==> src/rtl/fft_pkg.sv <==
// Shared definitions for the SDF FFT stage controllers: FSM states, Q-format
// constants and the quarter-wave twiddle magnitude tables.
package fft_pkg;

  typedef enum logic [1:0] {
    ST_IDLE,
    ST_FILL,
    ST_BFLY,
    ST_DRAIN
  } state_e;

  localparam int unsigned N_MAX      = 1024;
  localparam int unsigned QUARTER    = N_MAX / 4;
  localparam int unsigned QTAB_LEN   = QUARTER + 1;
  localparam int unsigned QTAB_W     = 16;
  localparam int unsigned Q_INT_BITS = 2;

  // Rotation by 2*pi/N_MAX in Q.30, used to build cos(2*pi*j/N_MAX), j=0..N_MAX/4.
  localparam int unsigned GEN_FRAC = 30;
  localparam longint      COS_STEP = 64'sd1073721611;
  localparam longint      SIN_STEP = 64'sd6588356;

  // +1.0 in Q2.(tw-2); it stays below the signed tw-bit maximum, so entries never clip.
  function automatic longint q_one(input int unsigned tw);
    return longint'(1) <<< (tw - Q_INT_BITS);
  endfunction

  function automatic logic [QTAB_LEN*QTAB_W-1:0] gen_qtab(input longint scale);
    logic [QTAB_LEN*QTAB_W-1:0] t;
    longint c;
    longint s;
    longint c_nxt;
    t = '0;
    c = longint'(1) <<< GEN_FRAC;
    s = 0;
    for (int unsigned j = 0; j < QTAB_LEN; j++) begin
      t[j*QTAB_W +: QTAB_W] = QTAB_W'((c * scale + (longint'(1) <<< (GEN_FRAC - 1))) >>> GEN_FRAC);
      c_nxt = (c * COS_STEP - s * SIN_STEP) >>> GEN_FRAC;
      s     = (s * COS_STEP + c * SIN_STEP) >>> GEN_FRAC;
      c     = c_nxt;
    end
    return t;
  endfunction

  localparam logic [QTAB_LEN*QTAB_W-1:0] QTAB_TW8  = gen_qtab(q_one(8));
  localparam logic [QTAB_LEN*QTAB_W-1:0] QTAB_TW10 = gen_qtab(q_one(10));

endpackage

==> src/rtl/sdf_stage_ctrl_if.sv <==
// Sample-side and butterfly-side signals of one SDF stage controller.
interface sdf_stage_ctrl_if #(
  parameter int unsigned DW = 8,
  parameter int unsigned TW = 8
);
  logic          valid_i;
  logic          sop_i;
  logic [DW-1:0] data_in_r;
  logic [DW-1:0] data_in_i;
  logic          ready_o;
  logic [DW-1:0] data_out_r;
  logic [DW-1:0] data_out_i;
  logic          shift_en;
  logic          sel;
  logic          valid_o;
  logic          sop_o;
  logic [TW-1:0] wn_r;
  logic [TW-1:0] wn_i;
  logic          err_o;

  modport master (
    output valid_i, sop_i, data_in_r, data_in_i,
    input  ready_o, data_out_r, data_out_i, shift_en, sel,
           valid_o, sop_o, wn_r, wn_i, err_o
  );

  modport slave (
    input  valid_i, sop_i, data_in_r, data_in_i,
    output ready_o, data_out_r, data_out_i, shift_en, sel,
           valid_o, sop_o, wn_r, wn_i, err_o
  );
endinterface

==> src/rtl/sdf_twiddle_rom.sv <==
// Registered twiddle source: W = exp(-j*pi*n/DEPTH), zero when en is low.
module sdf_twiddle_rom
  import fft_pkg::*;
#(
  parameter int unsigned DEPTH = 16,
  parameter int unsigned TW    = 8,
  localparam int unsigned LD   = $clog2(DEPTH)
) (
  input  logic          clk,
  input  logic          rst,
  input  logic          en,
  input  logic [LD-1:0] n,
  output logic [TW-1:0] wn_r,
  output logic [TW-1:0] wn_i
);

  localparam int unsigned SHIFT = $clog2(N_MAX / 2) - LD;
  localparam logic [QTAB_LEN*QTAB_W-1:0] QTAB =
    (TW == 10) ? QTAB_TW10 : (TW == 8) ? QTAB_TW8 : gen_qtab(q_one(TW));

  logic [9:0]    addr;
  logic [9:0]    re_idx;
  logic [9:0]    im_idx;
  logic          re_neg;
  logic [TW-1:0] re_mag;
  logic [TW-1:0] im_mag;
  logic [TW-1:0] wn_r_d, wn_r_q;
  logic [TW-1:0] wn_i_d, wn_i_q;

  // Full half-circle folded onto the quarter table: cos mirrors about N_MAX/4,
  // and -sin is -cos of the distance from N_MAX/4.
  always_comb begin
    addr   = 10'(n) << SHIFT;
    re_neg = addr > 10'(QUARTER);
    re_idx = re_neg ? (10'(N_MAX / 2) - addr) : addr;
    im_idx = (addr >= 10'(QUARTER)) ? (addr - 10'(QUARTER)) : (10'(QUARTER) - addr);
    re_mag = QTAB[re_idx*QTAB_W +: TW];
    im_mag = QTAB[im_idx*QTAB_W +: TW];
    wn_r_d = '0;
    wn_i_d = '0;
    if (en) begin
      wn_r_d = re_neg ? -re_mag : re_mag;
      wn_i_d = -im_mag;
    end
  end

  always_ff @(posedge clk or posedge rst) begin
    if (rst) begin
      wn_r_q <= '0;
      wn_i_q <= '0;
    end else begin
      wn_r_q <= wn_r_d;
      wn_i_q <= wn_i_d;
    end
  end

  assign wn_r = wn_r_q;
  assign wn_i = wn_i_q;

endmodule

==> src/rtl/sdf_stage_ctrl.sv <==
// Control for one radix-2 SDF FFT stage of half-length DEPTH: frame alignment,
// stalls, back-to-back frames and autonomous drain of the pending h outputs.
module sdf_stage_ctrl
  import fft_pkg::*;
#(
  parameter int unsigned DEPTH = 16,
  parameter int unsigned DW    = 8,
  parameter int unsigned TW    = 8
) (
  input  logic            clk,
  input  logic            rst,
  sdf_stage_ctrl_if.slave bus
);

  localparam int unsigned LD = $clog2(DEPTH);
  localparam int unsigned CW = LD + 1;
  localparam logic [CW-1:0] LAST_FILL  = CW'(DEPTH - 1);
  localparam logic [CW-1:0] FIRST_BFLY = CW'(DEPTH);
  localparam logic [CW-1:0] LAST_BFLY  = CW'(2 * DEPTH - 1);

  state_e        state_q, state_d;
  logic [CW-1:0] cnt_q, cnt_d;
  logic          hpend_q, hpend_d;
  logic [DW-1:0] dr_q, dr_d;
  logic [DW-1:0] di_q, di_d;
  logic          shift_q, shift_d;
  logic          sel_q, sel_d;
  logic          valid_q, valid_d;
  logic          sop_q, sop_d;
  logic          err_q, err_d;
  logic          ready_q, ready_d;
  logic          tw_en;
  logic [LD-1:0] tw_n;
  logic          sop_in;

  assign sop_in = bus.valid_i & bus.sop_i;

  // FILL with cnt==0 is the single decision cycle after a frame's last sample:
  // a sop continues back-to-back, anything else commits to DRAIN.
  always_comb begin
    state_d = state_q;
    cnt_d   = cnt_q;
    hpend_d = hpend_q;
    dr_d    = dr_q;
    di_d    = di_q;
    shift_d = 1'b0;
    sel_d   = 1'b0;
    valid_d = 1'b0;
    sop_d   = 1'b0;
    err_d   = 1'b0;
    tw_en   = 1'b0;
    tw_n    = '0;

    case (state_q)
      ST_IDLE: begin
        if (sop_in) begin
          dr_d    = bus.data_in_r;
          di_d    = bus.data_in_i;
          shift_d = 1'b1;
          cnt_d   = CW'(1);
          state_d = ST_FILL;
        end else if (bus.valid_i) begin
          err_d = 1'b1;
        end
      end

      ST_FILL, ST_BFLY: begin
        if (sop_in && cnt_q != '0) begin
          dr_d    = bus.data_in_r;
          di_d    = bus.data_in_i;
          shift_d = 1'b1;
          cnt_d   = CW'(1);
          hpend_d = 1'b0;
          err_d   = 1'b1;
          state_d = ST_FILL;
        end else if (state_q == ST_FILL && cnt_q == '0 && !sop_in) begin
          shift_d = 1'b1;
          valid_d = 1'b1;
          tw_en   = 1'b1;
          err_d   = bus.valid_i;
          cnt_d   = CW'(1);
          state_d = ST_DRAIN;
        end else if (bus.valid_i) begin
          dr_d    = bus.data_in_r;
          di_d    = bus.data_in_i;
          shift_d = 1'b1;
          cnt_d   = cnt_q + CW'(1);
          if (state_q == ST_FILL) begin
            valid_d = hpend_q;
            tw_en   = hpend_q;
            tw_n    = cnt_q[LD-1:0];
            if (cnt_q == LAST_FILL) begin
              hpend_d = 1'b0;
              state_d = ST_BFLY;
            end
          end else begin
            sel_d   = 1'b1;
            valid_d = 1'b1;
            sop_d   = (cnt_q == FIRST_BFLY);
            if (cnt_q == LAST_BFLY) begin
              hpend_d = 1'b1;
              cnt_d   = '0;
              state_d = ST_FILL;
            end
          end
        end
      end

      ST_DRAIN: begin
        shift_d = 1'b1;
        valid_d = 1'b1;
        tw_en   = 1'b1;
        tw_n    = cnt_q[LD-1:0];
        err_d   = bus.valid_i;
        cnt_d   = cnt_q + CW'(1);
        if (cnt_q == LAST_FILL) begin
          hpend_d = 1'b0;
          cnt_d   = '0;
          state_d = ST_IDLE;
        end
      end

      default: state_d = ST_IDLE;
    endcase

    ready_d = (state_d != ST_DRAIN);
  end

  always_ff @(posedge clk or posedge rst) begin
    if (rst) begin
      state_q <= ST_IDLE;
      cnt_q   <= '0;
      hpend_q <= 1'b0;
      dr_q    <= '0;
      di_q    <= '0;
      shift_q <= 1'b0;
      sel_q   <= 1'b0;
      valid_q <= 1'b0;
      sop_q   <= 1'b0;
      err_q   <= 1'b0;
      ready_q <= 1'b1;
    end else begin
      state_q <= state_d;
      cnt_q   <= cnt_d;
      hpend_q <= hpend_d;
      dr_q    <= dr_d;
      di_q    <= di_d;
      shift_q <= shift_d;
      sel_q   <= sel_d;
      valid_q <= valid_d;
      sop_q   <= sop_d;
      err_q   <= err_d;
      ready_q <= ready_d;
    end
  end

  sdf_twiddle_rom #(
    .DEPTH(DEPTH),
    .TW   (TW)
  ) u_twiddle (
    .clk (clk),
    .rst (rst),
    .en  (tw_en),
    .n   (tw_n),
    .wn_r(bus.wn_r),
    .wn_i(bus.wn_i)
  );

  assign bus.ready_o    = ready_q;
  assign bus.data_out_r = dr_q;
  assign bus.data_out_i = di_q;
  assign bus.shift_en   = shift_q;
  assign bus.sel        = sel_q;
  assign bus.valid_o    = valid_q;
  assign bus.sop_o      = sop_q;
  assign bus.err_o      = err_q;

endmodule

==> src/flat_wrapper.sv <==
// flat-port wrapper written by rule: the top's interface ports become plain ports
module sdf_stage_ctrl_flat import fft_pkg::*;
#(
  parameter int unsigned DEPTH = 16,
  parameter int unsigned DW    = 8,
  parameter int unsigned TW    = 8
)
  (clk, rst, bus_valid_i, bus_sop_i, bus_data_in_r, bus_data_in_i, bus_ready_o, bus_data_out_r, bus_data_out_i, bus_shift_en, bus_sel, bus_valid_o, bus_sop_o, bus_wn_r, bus_wn_i, bus_err_o);
  sdf_stage_ctrl_if #(.DW(DW), .TW(TW)) bus_i ();
  input  logic clk;
  input  logic rst;
  input wire logic [$bits(bus_i.valid_i)-1:0] bus_valid_i;
  input wire logic [$bits(bus_i.sop_i)-1:0] bus_sop_i;
  input wire logic [$bits(bus_i.data_in_r)-1:0] bus_data_in_r;
  input wire logic [$bits(bus_i.data_in_i)-1:0] bus_data_in_i;
  output wire logic [$bits(bus_i.ready_o)-1:0] bus_ready_o;
  output wire logic [$bits(bus_i.data_out_r)-1:0] bus_data_out_r;
  output wire logic [$bits(bus_i.data_out_i)-1:0] bus_data_out_i;
  output wire logic [$bits(bus_i.shift_en)-1:0] bus_shift_en;
  output wire logic [$bits(bus_i.sel)-1:0] bus_sel;
  output wire logic [$bits(bus_i.valid_o)-1:0] bus_valid_o;
  output wire logic [$bits(bus_i.sop_o)-1:0] bus_sop_o;
  output wire logic [$bits(bus_i.wn_r)-1:0] bus_wn_r;
  output wire logic [$bits(bus_i.wn_i)-1:0] bus_wn_i;
  output wire logic [$bits(bus_i.err_o)-1:0] bus_err_o;
  assign bus_i.valid_i = bus_valid_i;
  assign bus_i.sop_i = bus_sop_i;
  assign bus_i.data_in_r = bus_data_in_r;
  assign bus_i.data_in_i = bus_data_in_i;
  assign bus_ready_o = bus_i.ready_o;
  assign bus_data_out_r = bus_i.data_out_r;
  assign bus_data_out_i = bus_i.data_out_i;
  assign bus_shift_en = bus_i.shift_en;
  assign bus_sel = bus_i.sel;
  assign bus_valid_o = bus_i.valid_o;
  assign bus_sop_o = bus_i.sop_o;
  assign bus_wn_r = bus_i.wn_r;
  assign bus_wn_i = bus_i.wn_i;
  assign bus_err_o = bus_i.err_o;
  sdf_stage_ctrl #(.DEPTH(DEPTH), .DW(DW), .TW(TW)) u_core (.clk(clk), .rst(rst), .bus(bus_i));
endmodule
==> config.mk <==
export PLATFORM = sky130hd
export DESIGN_NAME = sdf_stage_ctrl_flat
export DESIGN_NICKNAME = d
export VERILOG_FILES = /design/src/rtl/fft_pkg.sv /design/src/rtl/sdf_stage_ctrl_if.sv /design/src/rtl/sdf_twiddle_rom.sv /design/src/rtl/sdf_stage_ctrl.sv /design/src/flat_wrapper.sv
export SDC_FILE = /design/constraint.sdc
export NUM_CORES = 1
export LEC_CHECK = 0
export ABC_AREA = 1
export CORE_ASPECT_RATIO = 1.75
export CORE_MARGIN = 5
export CORE_UTILIZATION = 47
export DETAILED_ROUTE_END_ITERATION = 8
export PLACE_DENSITY = 0.74
export SYNTH_ARGS = -nofsm -noshare
export SYNTH_HDL_FRONTEND = slang
export SYNTH_SLANG_ARGS = --single-unit
==> constraint.sdc <==
create_clock -name clk -period 3.5 [get_ports clk]
set_input_delay 0.875 -clock clk [delete_from_list [all_inputs] [get_ports clk]]
set_output_delay 0.875 -clock clk [all_outputs]
set_load 0.005 [all_outputs]
==> results.tsv <==
stage	metric	value	unit
status	outcome	completed	
finish	diodes	0	
synthesis	synth_edf_count	0	
detailed_routing	drtIter0Drc	121	
timing	setup_viol	0	
die	start_util	48.2	%
finish	fillers	511	
clocking	hold_buffers	0	
power	leakagePower	1.95	nW
finish	drive_gt1_share	24.1	%
timing	finalHoldViolCount	0	
setup_path	reg2reg_to	u_core.u_twiddle.wn_r[2]$_DFF_PP0_	
detailed_routing	ant_nets	0	
setup_path	rr_worst_depth	21	
setup_path	cp.arrival	3.44	ns
setup_path	cp.required	3.68	ns
synthesis	netlist_area	2860	um2
die	die-height	113	um
die	core_area	5930	um2
die	rows	37	
setup_path	cp_max_fo	4	
synthesis	synth_ff_type	dfrtp_1	
setup_path	crit_type	register to register	
placed_design	preCtsSetupSlack	-0.344	ns
finish	finish.instance_area	3940	um2
finish	final_nets	479	
placed_design	dp_hpwl	6020	um
timing	worst_slew_pin_slew	0.942	ns
detailed_routing	route.detailed.drc	0	
clocking	clock_latency	0.31	ns
synthesis	yosysTopAreaCellShare	39.4	%
global_route	grt_max_degree	47	
global_route	antenna_found_initial	0	
placed_design	place_congestion	0.950	
clocking	cts_sinks	46	
timing	slew_headroom	37.1	%
finish	stdcell_count	518	
synthesis	syn_nets	377	
clocking	numCtsBuffers	5	
hold_path	hold_path_class	register to register	
detailed_routing	via_per_inst	5.21	
global_route	first_global_vias	2705	
detailed_routing	first_pass_iters	4	
detailed_routing	routed_wl	7430	um
synthesis	yosys-top-cells-area	dfrtp_1 39%, ha_1 8.8%, nand2_1 7.6%, mux2_2 6.3%, nand3_1 5.4%	
clocking	cts.repair_timing.setup_buffer_count	0	
die	die_area	7800	um2
power	power_density	714	nW/um2
die	ioPinCount	58	
setup_path	timing.rr.start	u_core.cnt_q[1]$_DFFE_PP0P_	
finish	final_cell_mix	55 x nand2_1, 55 x clkdlybuf4s50_1, 46 x buf_4	
timing	slew_violations	0	
finish	fin_util	66.5	%
clocking	clkTransAtPathRegs	0.08	ns
clocking	cts_tree	done	
synthesis	ys_ff_latch	46	
placed_design	place_area	3830	um2
global_route	grt_pass1_wl	12400	um
setup_path	start_kind	register	
timing	skew	0.0116	ns
synthesis	ys_seq_area_share	40.3	%
synthesis	avgSynthCellArea	8.48	um2
power	vdd_drop_max	466	uV
timing	fin_crit_sh	93.2	%
hold_path	hp-start	u_core.bus.data_out_i[5]$_DFFE_PP0P_	
detailed_routing	wl_per_cell	14.4	um
timing	final.setup.worst_slack	0.239	ns
synthesis	yosys.area.top_type	dfrtp_1	
timing	timing.hold.ws	0.510	ns
clocking	root_buffer	clkbuf_8	
finish	synthToLayoutAreaGrowth	38.0	%
synthesis	syn-instance-count	337	
setup_path	reg2reg_setup_slack	0.24	ns
hold_path	holdPathEnd	u_core.bus.data_out_i[5]$_DFFE_PP0P_	
clocking	cts-htree-levels	2	
global_route	grt_overflow_total	0	
synthesis	synth.distinct_cells	38	
global_route	grt.total_usage	21.0	%
placed_design	placed_cells	510	
timing	rsz0062_at_grt	false	
hold_path	whs_path_depth	1	
synthesis	yosysWarnings	0	
timing	fin_crit	3.26	ns
setup_path	cp-end-kind	register	
placed_design	port_buffers	57	
flow_run	maxCapViolCount	0	
synthesis	synthArstFlopShare	100	%
detailed_routing	num_vias	2697	
clocking	clock_path_buffers	2	
timing	max_freq	0.307	GHz
die	fp.dieW	68.9	um
[synthesized netlist by cell type, types with 2 or more instances]
cell and n:
nand2_1 58, dfrtp_1 45, inv_1 35, nor2_1 32, nand3_1 31, ha_1 20, a21oi_1 19, mux2_2 16
o21ai_0 10, nand3_2 7, nor3_1 7, inv_2 6, o22ai_1 6, buf_2 5, nand2_2 5, nand4_1 4
nand2_4 3, a211oi_1 2, a22oi_1 2, clkbuf_1 2, o2111ai_1 2, o211ai_1 2, xnor2_1 2, xor2_1 2
[layer usage]
metal	GRT usage, %	part of all wire, %	routed length, um
met5	0	0	0
met1	19.5	33	2440
met4	11.2	4.2	310
met2	40.5	59	4420
met3	3.57	3.5	262
[worst max path at each step]
stage                           startpoint  cells past startpoint  slack, ns                                  to
2_1_floorplan                    bus_sop_i                     20       0.02  u_core.u_twiddle.wn_r[6]$_DFF_PP0_
3_5_place_dp                   bus_valid_i                     22      -0.34  u_core.u_twiddle.wn_r[6]$_DFF_PP0_
4_1_cts                          bus_sop_i                     22       0.01  u_core.u_twiddle.wn_r[6]$_DFF_PP0_
6_report       u_core.cnt_q[1]$_DFFE_PP0P_                     21       0.24  u_core.u_twiddle.wn_r[2]$_DFF_PP0_
5_1_grt        u_core.cnt_q[1]$_DFFE_PP0P_                     21      0.002  u_core.u_twiddle.wn_r[2]$_DFF_PP0_
3_3_place_gp                   bus_valid_i                     22      -0.22  u_core.u_twiddle.wn_r[6]$_DFF_PP0_
[what timing repair did]
action / CTS / global route
pin swaps: 0 / 6
gates resized for setup: 1 / 9
setup endpoints to repair: 1 / 10
[power breakdown]
part	internal [mW]	switching (mW)
registers	0.702	0.104
clock network	0.141	0.185
logic	0.831	0.852
total	1.67	1.14
[worst max-delay path: stages (launching register included)]
cell and delay, ns:
dfrtp_1 0.43, inv_2 0.13, ha_1 0.17, nand2_1 0.05, nor2_1 0.14, nand4_1 0.18, nand4_1 0.11, nand2_1 0.09
nand2_2 0.08, ha_2 0.18, inv_1 0.08, o211ai_2 0.19, nand3_1 0.12, nand2_1 0.09, inv_1 0.07, ha_1 0.29
nor2_1 0.12, nand2_2 0.07, ha_1 0.22, nor2_1 0.13, xor2_1 0.16, nor2_1 0.05
[per-stage QoR]
step | TNS, ns | power (mW)
global placement | -1.74 | 2.42
floorplan | 0 | 1.75
CTS | 0 | 2.80
finish | 0 | 2.82
detailed placement | -3.00 | 2.47
global route | 0 | 3.04
[flip-flops by register name, summed over array words and instances, names as in the netlist, 2 cells and up]
register,cells
u_core.u_twiddle.wn_i,8
u_core.u_twiddle.wn_r,8
u_core.cnt_q,5
u_core.bus.data_out_i,8
u_core.bus.data_out_r,8
u_core.state_q,2
[cells by family after synthesis]
logic type,after synthesis,share of synthesized area [%]
compound gates,49,10.8
flops,46,40.3
buf+inv,50,7.05
mux,16,6.30
simple gates,152,25.6
xor+xnor,4,1.23
fa+ha+maj,20,8.76
[area by class of cell]
class	count	area, um2	share of cell area (%)
repair buffers	103	917	23.3
multi-input cells	241	1530	38.8
well taps	78	97.6	2.48
flip-flops and latches	46	1150	29.2
inverters	42	158	4.00
clock inverters	2	13.8	0.349
clock buffers	6	72.6	1.84
(Power assumes the default switching activity.)
